--- src/rtl/uart_sched_pkg.sv ---
// uart_sched_pkg: shared types and constants for the UART TX scheduler.
// Holds the FSM state enum, UART register offsets and status bit index.
package uart_sched_pkg;

  typedef enum logic [2:0] {
    S_IDLE      = 3'd0,
    S_POLL_REQ  = 3'd1,
    S_POLL_WAIT = 3'd2,
    S_WR_REQ    = 3'd3,
    S_WR_WAIT   = 3'd4
  } state_e;

  localparam logic [7:0] REG_DATA   = 8'h00;
  localparam logic [7:0] REG_STATUS = 8'h04;

  localparam int unsigned STATUS_TX_IDLE = 5;

  function automatic logic [31:0] reg_addr(
    input logic [31:0] base,
    input logic [7:0]  off
  );
    return base + {24'h0, off};
  endfunction

endpackage

--- src/rtl/uart_tx_scheduler_rr.sv ---
// rr_arbiter: rotating-priority arbiter for the UART TX scheduler.
// Priority starts at ptr; on advance, ptr moves just past the winner.
module rr_arbiter #(
  parameter int N = 2
) (
  input  logic                 clk_i,
  input  logic                 rst_i,
  input  logic [N-1:0]         req_i,
  input  logic                 advance_i,
  output logic [N-1:0]         grant_o,
  output logic [$clog2(N)-1:0] ptr_o
);

  localparam int PW = $clog2(N);

  logic [PW-1:0] ptr_q, ptr_d;
  logic          found;

  function automatic int wrap(input int v);
    return (v >= N) ? v - N : v;
  endfunction

  // Grant the first requester at or after the pointer.
  always_comb begin
    grant_o = '0;
    ptr_d   = ptr_q;
    found   = 1'b0;
    for (int k = 0; k < N; k++) begin
      if (!found && req_i[wrap(int'(ptr_q) + k)]) begin
        found = 1'b1;
        grant_o[wrap(int'(ptr_q) + k)] = 1'b1;
        ptr_d = PW'(wrap(int'(ptr_q) + k + 1));
      end
    end
  end

  // Pointer register; requester 0 is highest priority after reset.
  always_ff @(posedge clk_i or posedge rst_i) begin
    if (rst_i) begin
      ptr_q <= '0;
    end else if (advance_i) begin
      ptr_q <= ptr_d;
    end
  end

  assign ptr_o = ptr_q;

endmodule

--- src/rtl/uart_tx_scheduler.sv ---
// uart_tx_scheduler: arbitrates byte requesters, polls UART status, writes.
// Optional poll timeout enabled by defining UART_TX_SCHED_TIMEOUT_EN.
module uart_tx_scheduler
  import uart_sched_pkg::*;
#(
  parameter int          NUM_REQ    = 2,
  parameter logic [31:0] UART_BASE  = 32'h1000_0000,
  parameter int          POLL_LIMIT = 1024
) (
  input  logic                 clk_i,
  input  logic                 rst_i,
  input  logic [NUM_REQ-1:0]   req_valid_i,
  input  logic [NUM_REQ*8-1:0] req_data_i,
  output logic [NUM_REQ-1:0]   req_ready_o,
  output logic                 wb_cyc_o,
  output logic                 wb_stb_o,
  input  logic                 wb_ack_i,
  output logic [31:0]          wb_adr_o,
  output logic [31:0]          wb_dat_o,
  input  logic [31:0]          wb_dat_i,
  output logic [3:0]           wb_sel_o,
  output logic                 wb_we_o,
  output logic                 busy_o,
  output logic                 drop_o
);

  localparam int PW = $clog2(NUM_REQ);

  state_e              state_q, state_d;
  logic                gap_q, gap_d;
  logic [31:0]         adr_q, adr_d;
  logic [31:0]         dat_q, dat_d;
  logic [3:0]          sel_q, sel_d;
  logic [NUM_REQ-1:0]  grant;
  logic [PW-1:0]       rr_ptr;
  logic                advance;
  logic                tx_idle;
  logic                poll_busy;
  logic                give_up;
  logic [7:0]          gbyte;

  assign advance   = (state_q == S_IDLE) && (|req_valid_i);
  assign tx_idle   = wb_dat_i[STATUS_TX_IDLE];
  assign poll_busy = (state_q == S_POLL_WAIT) && wb_ack_i && !tx_idle;

  rr_arbiter #(.N(NUM_REQ)) u_arb (
    .clk_i     (clk_i),
    .rst_i     (rst_i),
    .req_i     (req_valid_i),
    .advance_i (advance),
    .grant_o   (grant),
    .ptr_o     (rr_ptr)
  );

  // Select the byte of the granted requester.
  always_comb begin
    gbyte = '0;
    for (int i = 0; i < NUM_REQ; i++) begin
      if (grant[i]) gbyte = req_data_i[8*i +: 8];
    end
  end

`ifdef UART_TX_SCHED_TIMEOUT_EN
  localparam int CW = $clog2(POLL_LIMIT + 1);

  logic [CW-1:0] poll_cnt_q;

  // Count not-idle status replies for the byte in flight.
  always_ff @(posedge clk_i or posedge rst_i) begin
    if (rst_i) begin
      poll_cnt_q <= '0;
    end else if (advance) begin
      poll_cnt_q <= '0;
    end else if (poll_busy) begin
      poll_cnt_q <= poll_cnt_q + 1'b1;
    end
  end

  assign give_up = poll_busy && (poll_cnt_q == CW'(POLL_LIMIT - 1));
`else
  assign give_up = 1'b0;
`endif

  // Next-state and bus register updates.
  always_comb begin
    state_d = state_q;
    gap_d   = 1'b0;
    adr_d   = adr_q;
    dat_d   = dat_q;
    sel_d   = sel_q;
    unique case (state_q)
      S_IDLE: begin
        if (advance) begin
          state_d = S_POLL_REQ;
          adr_d   = reg_addr(UART_BASE, REG_STATUS);
          dat_d   = {24'h0, gbyte};
          sel_d   = 4'b0001;
        end
      end
      S_POLL_REQ: begin
        state_d = gap_q ? S_POLL_REQ : S_POLL_WAIT;
      end
      S_POLL_WAIT: begin
        if (wb_ack_i) begin
          if (tx_idle) begin
            state_d = S_WR_REQ;
            adr_d   = reg_addr(UART_BASE, REG_DATA);
          end else if (give_up) begin
            state_d = S_IDLE;
          end else begin
            state_d = S_POLL_REQ;
            gap_d   = 1'b1;
          end
        end
      end
      S_WR_REQ: begin
        state_d = S_WR_WAIT;
      end
      S_WR_WAIT: begin
        if (wb_ack_i) state_d = S_IDLE;
      end
      default: begin
        state_d = S_IDLE;
      end
    endcase
  end

  // State and bus registers; reset drops any byte in flight.
  always_ff @(posedge clk_i or posedge rst_i) begin
    if (rst_i) begin
      state_q <= S_IDLE;
      gap_q   <= 1'b0;
      adr_q   <= '0;
      dat_q   <= '0;
      sel_q   <= '0;
    end else begin
      state_q <= state_d;
      gap_q   <= gap_d;
      adr_q   <= adr_d;
      dat_q   <= dat_d;
      sel_q   <= sel_d;
    end
  end

  assign busy_o      = (state_q != S_IDLE);
  assign wb_cyc_o    = busy_o && !gap_q;
  assign wb_stb_o    = wb_cyc_o;
  assign wb_we_o     = (state_q == S_WR_REQ) || (state_q == S_WR_WAIT);
  assign wb_adr_o    = adr_q;
  assign wb_dat_o    = dat_q;
  assign wb_sel_o    = sel_q;
  assign req_ready_o = advance ? grant : '0;
  assign drop_o      = give_up;

endmodule
--- config.mk ---
export PLATFORM = sky130hd
export DESIGN_NAME = uart_tx_scheduler
export DESIGN_NICKNAME = d
export VERILOG_FILES = /design/src/rtl/uart_sched_pkg.sv /design/src/rtl/uart_tx_scheduler_rr.sv /design/src/rtl/uart_tx_scheduler.sv
export SDC_FILE = /design/constraint.sdc
export NUM_CORES = 1
export LEC_CHECK = 0
export ABC_AREA = 1
export CAP_MARGIN = 20
export CELL_PAD_IN_SITES_DETAIL_PLACEMENT = 0
export CELL_PAD_IN_SITES_GLOBAL_PLACEMENT = 1
export CORE_ASPECT_RATIO = 1.25
export CORE_MARGIN = 2
export CORE_UTILIZATION = 19
export DETAILED_ROUTE_END_ITERATION = 16
export GPL_TIMING_DRIVEN = 0
export PLACE_DENSITY_LB_ADDON = 0.2
export SLEW_MARGIN = 30
export SYNTH_ARGS = -nofsm -noshare
export SYNTH_HDL_FRONTEND = slang
export SYNTH_SLANG_ARGS = --single-unit
--- constraint.sdc ---
create_clock -name clk_i -period 1.5 [get_ports clk_i]
set_input_delay 0.3 -clock clk_i [delete_from_list [all_inputs] [get_ports clk_i]]
set_output_delay 0.3 -clock clk_i [all_outputs]
set_load 0.03 [all_outputs]
==> qor.txt <==
Port bufs: 38
Combinational power share: 68.3%
FF+latch area: 403 µm²
Post-synthesis cell type count: 19
Commonest non-fill, non-tap cell in the layout: buf_4
Crit. End Element: primary output
Diodes inserted: 0
Fmax: 626 MHz
Syn avg cell area: 7.49 µm²
NetSw: 1.63 mW
DR pass1 iterations: 3
Drt wl/cell: 8.34 µm
Int Pwr: 1.66 mW
CP startpoint kind: register
First-pass GRT wire length: 5.05 mm
IO Pins: 128
Row cnt: 33
Routed Antenna Nets: 0
Placed Instance Area: 2020 µm²
Setup violations, final: 5
Multi-input gate area: 652 µm²
Actual slew at the worst max-slew pin: 0.672 ns
Crit share post-route: 107%
Unrepaired setup endpoints after global routing: yes
Vias in the first global route: 1142
Cell Pwr Density: 1530 nW/µm²
Final min period: 1.60 ns
Final Max Tran Viols: 0
WP data arrival: 1.30 ns
Gr usage total: 8.33%
Via count: 1149
Initial antenna violation count: 0
Area grow syn2layout: 64.3%
Total congestion overflow: 0
Largest fanout on the critical path: 5
Final Hold Viols: 0
Root buf cell: clkbuf_8
Slew Limit Headroom: 55.1%
Flop pwr share: 21.8%
Synth Register Bits: 16
Commonest non-fill, non-tap cells in the layout: buf_4, nand2_1, conb_1
Synth Cell Area: 1310 µm²
Largest net degree at the start of global routing: 17
Post-detailed-placement half-perimeter wirelength: 2.42 mm
Sequential area share after synthesis: 30.6%
GPL Wtd Cong: 0.794
FILL cells: 759
WL final: 3.08 mm
Status: finished, violations left
Layout cells sized above 1: 34.8%
DR iter-0 viols: 10
Setup TNS: -0.351 ns
H-tree levels: 1
Cts bufs inserted: 3
Failing checks: negative setup slack
Final instance area: 2150 µm²
Cells after Synth: 175
Die H: 96.8 µm
Initial core utilization: 19.8%
Layout Nets: 337
Sw frac: 49.5%
Drc violations: 0
Die Wd: 78.3 µm
Die area: 7580 µm²
Core area: 6610 µm²
Clock sink total: 16
Crit Path Category: register to primary output
Register-to-register setup slack: 0.19 ns
Post-CTS Hold Buffers: 0
Tightest Hold Check Type: input port to async pin
Maxcap violations: 0
Leakage: 1.27 nW
Clk_lat worst skew: 0.25 ns
Clock power share: 9.9%
TritonCTS clock tree: yes
Clk slew on worst S/H paths: 0.06 ns
Synth warn: 0
Skew final: 0.00276 ns
Final worst setup slack: -0.0981 ns
CP required: 1.20 ns
IR drop worst, VDD: 0.565 mV
Via density: 3.11
Clock buffer depth: 2
[metal layers]
layer | vias up | part of all wire [%] | global-route usage [%]
met5 | - | 0 | 0
met4 | 0 | 0.71 | 2.70
met3 | 3 | 10 | 2.80
met2 | 56 | 52 | 15.4
met1 | 466 | 38 | 8.70
li1 | 624 | - | -
[worst max-delay path, stage by stage (launching register included)]
cell           delay [ns]
dfrtp_1              0.42
nor2_4               0.15
nand2_4              0.11
dlygate4sd2_1        0.37
[kinds of logic (layout without fill, tap and decap cells)]
group	after synthesis	count (layout)	synth area share, %
and+or+nand+nor	82	82	29.0
buffers and inverters	72	122	37.7
DFF	16	16	30.6
AOI/OAI and AO/OA	4	4	2.39
other	1	58	0.286
[final timing paths]
path,start,to,cells past startpoint
worst max-delay path,state_q[1],busy_o,3
worst min-delay path,rst_i,gap_q,2
worst max register to register,state_q[1],state_q[0],8
worst min register to register,wb_adr_o[28],wb_adr_o[28],2
max in group asynchronous,rst_i,state_q[0],2
min in group clk_i,wb_adr_o[28],wb_adr_o[28],2
[Yosys cell counts, drive strengths merged]
cell,n,share of area [%]
nor2,7,5.2
or2,1,0.48
o21ai,2,0.76
nand2,66,20
buf,59,34
and3,1,0.48
a21oi,2,1.6
inv,13,3.9
conb,1,0.29
dfrtp,16,31
nand3,7,2.7
[registers in the layout (all words and copies together), names as in the netlist]
signal	flops
gap_q	1
state_q	3
u_arb.ptr_o	1
wb_adr_o	2
wb_dat_o	8
wb_sel_o	1
[layout make-up]
cell class	count	area share, %
Inverter	13	2.62
Multi-Input combinational cell	144	30.3
Sequential cell	16	18.7
Tap cell	87	5.06
Timing Repair Buffer	47	20.6
Buffer	59	20.8
Clock buffer	3	1.92
[per-stage QoR]
step | power, mW | hold WS (ns) | utilization (%) | setup WS [ns] | std cells
4_1_cts | 3.31 | 0.466 | 32.3 | -0.140 | 368
3_5_place_dp | 2.77 | 0.455 | 30.6 | -0.912 | 357
6_report | 3.28 | 0.456 | 32.6 | -0.0981 | 369
3_3_place_gp | 2.77 | 0.451 | 30.6 | -0.923 | 357
5_1_grt | 3.57 | 0.509 | 32.6 | -0.162 | 369
2_1_floorplan | 2.13 | 0.214 | - | 0.00912 | 232
[timing repair]
| action | CTS | global route |
|---|---|---|
| endpoints found under the setup margin | 17 | 6 |
| hold endpoints to repair | 0 | 0 |
| buffers inserted | 9 | 2 |
| pin swaps | 4 | 4 |
| cloned | 0 | 0 |
| resized for setup | 60 | 4 |
[power by group through the flow]
stage               Combinational, mW  Clock (mW)  Sequential (mW)
floorplan                        1.20           0            0.931
global placement                 2.04           0            0.734
detailed placement               2.04           0            0.738
CTS                              2.24       0.347            0.726
global route                     2.45       0.376            0.739
finish                           2.24       0.326            0.717
(Power assumes the default switching activity.)
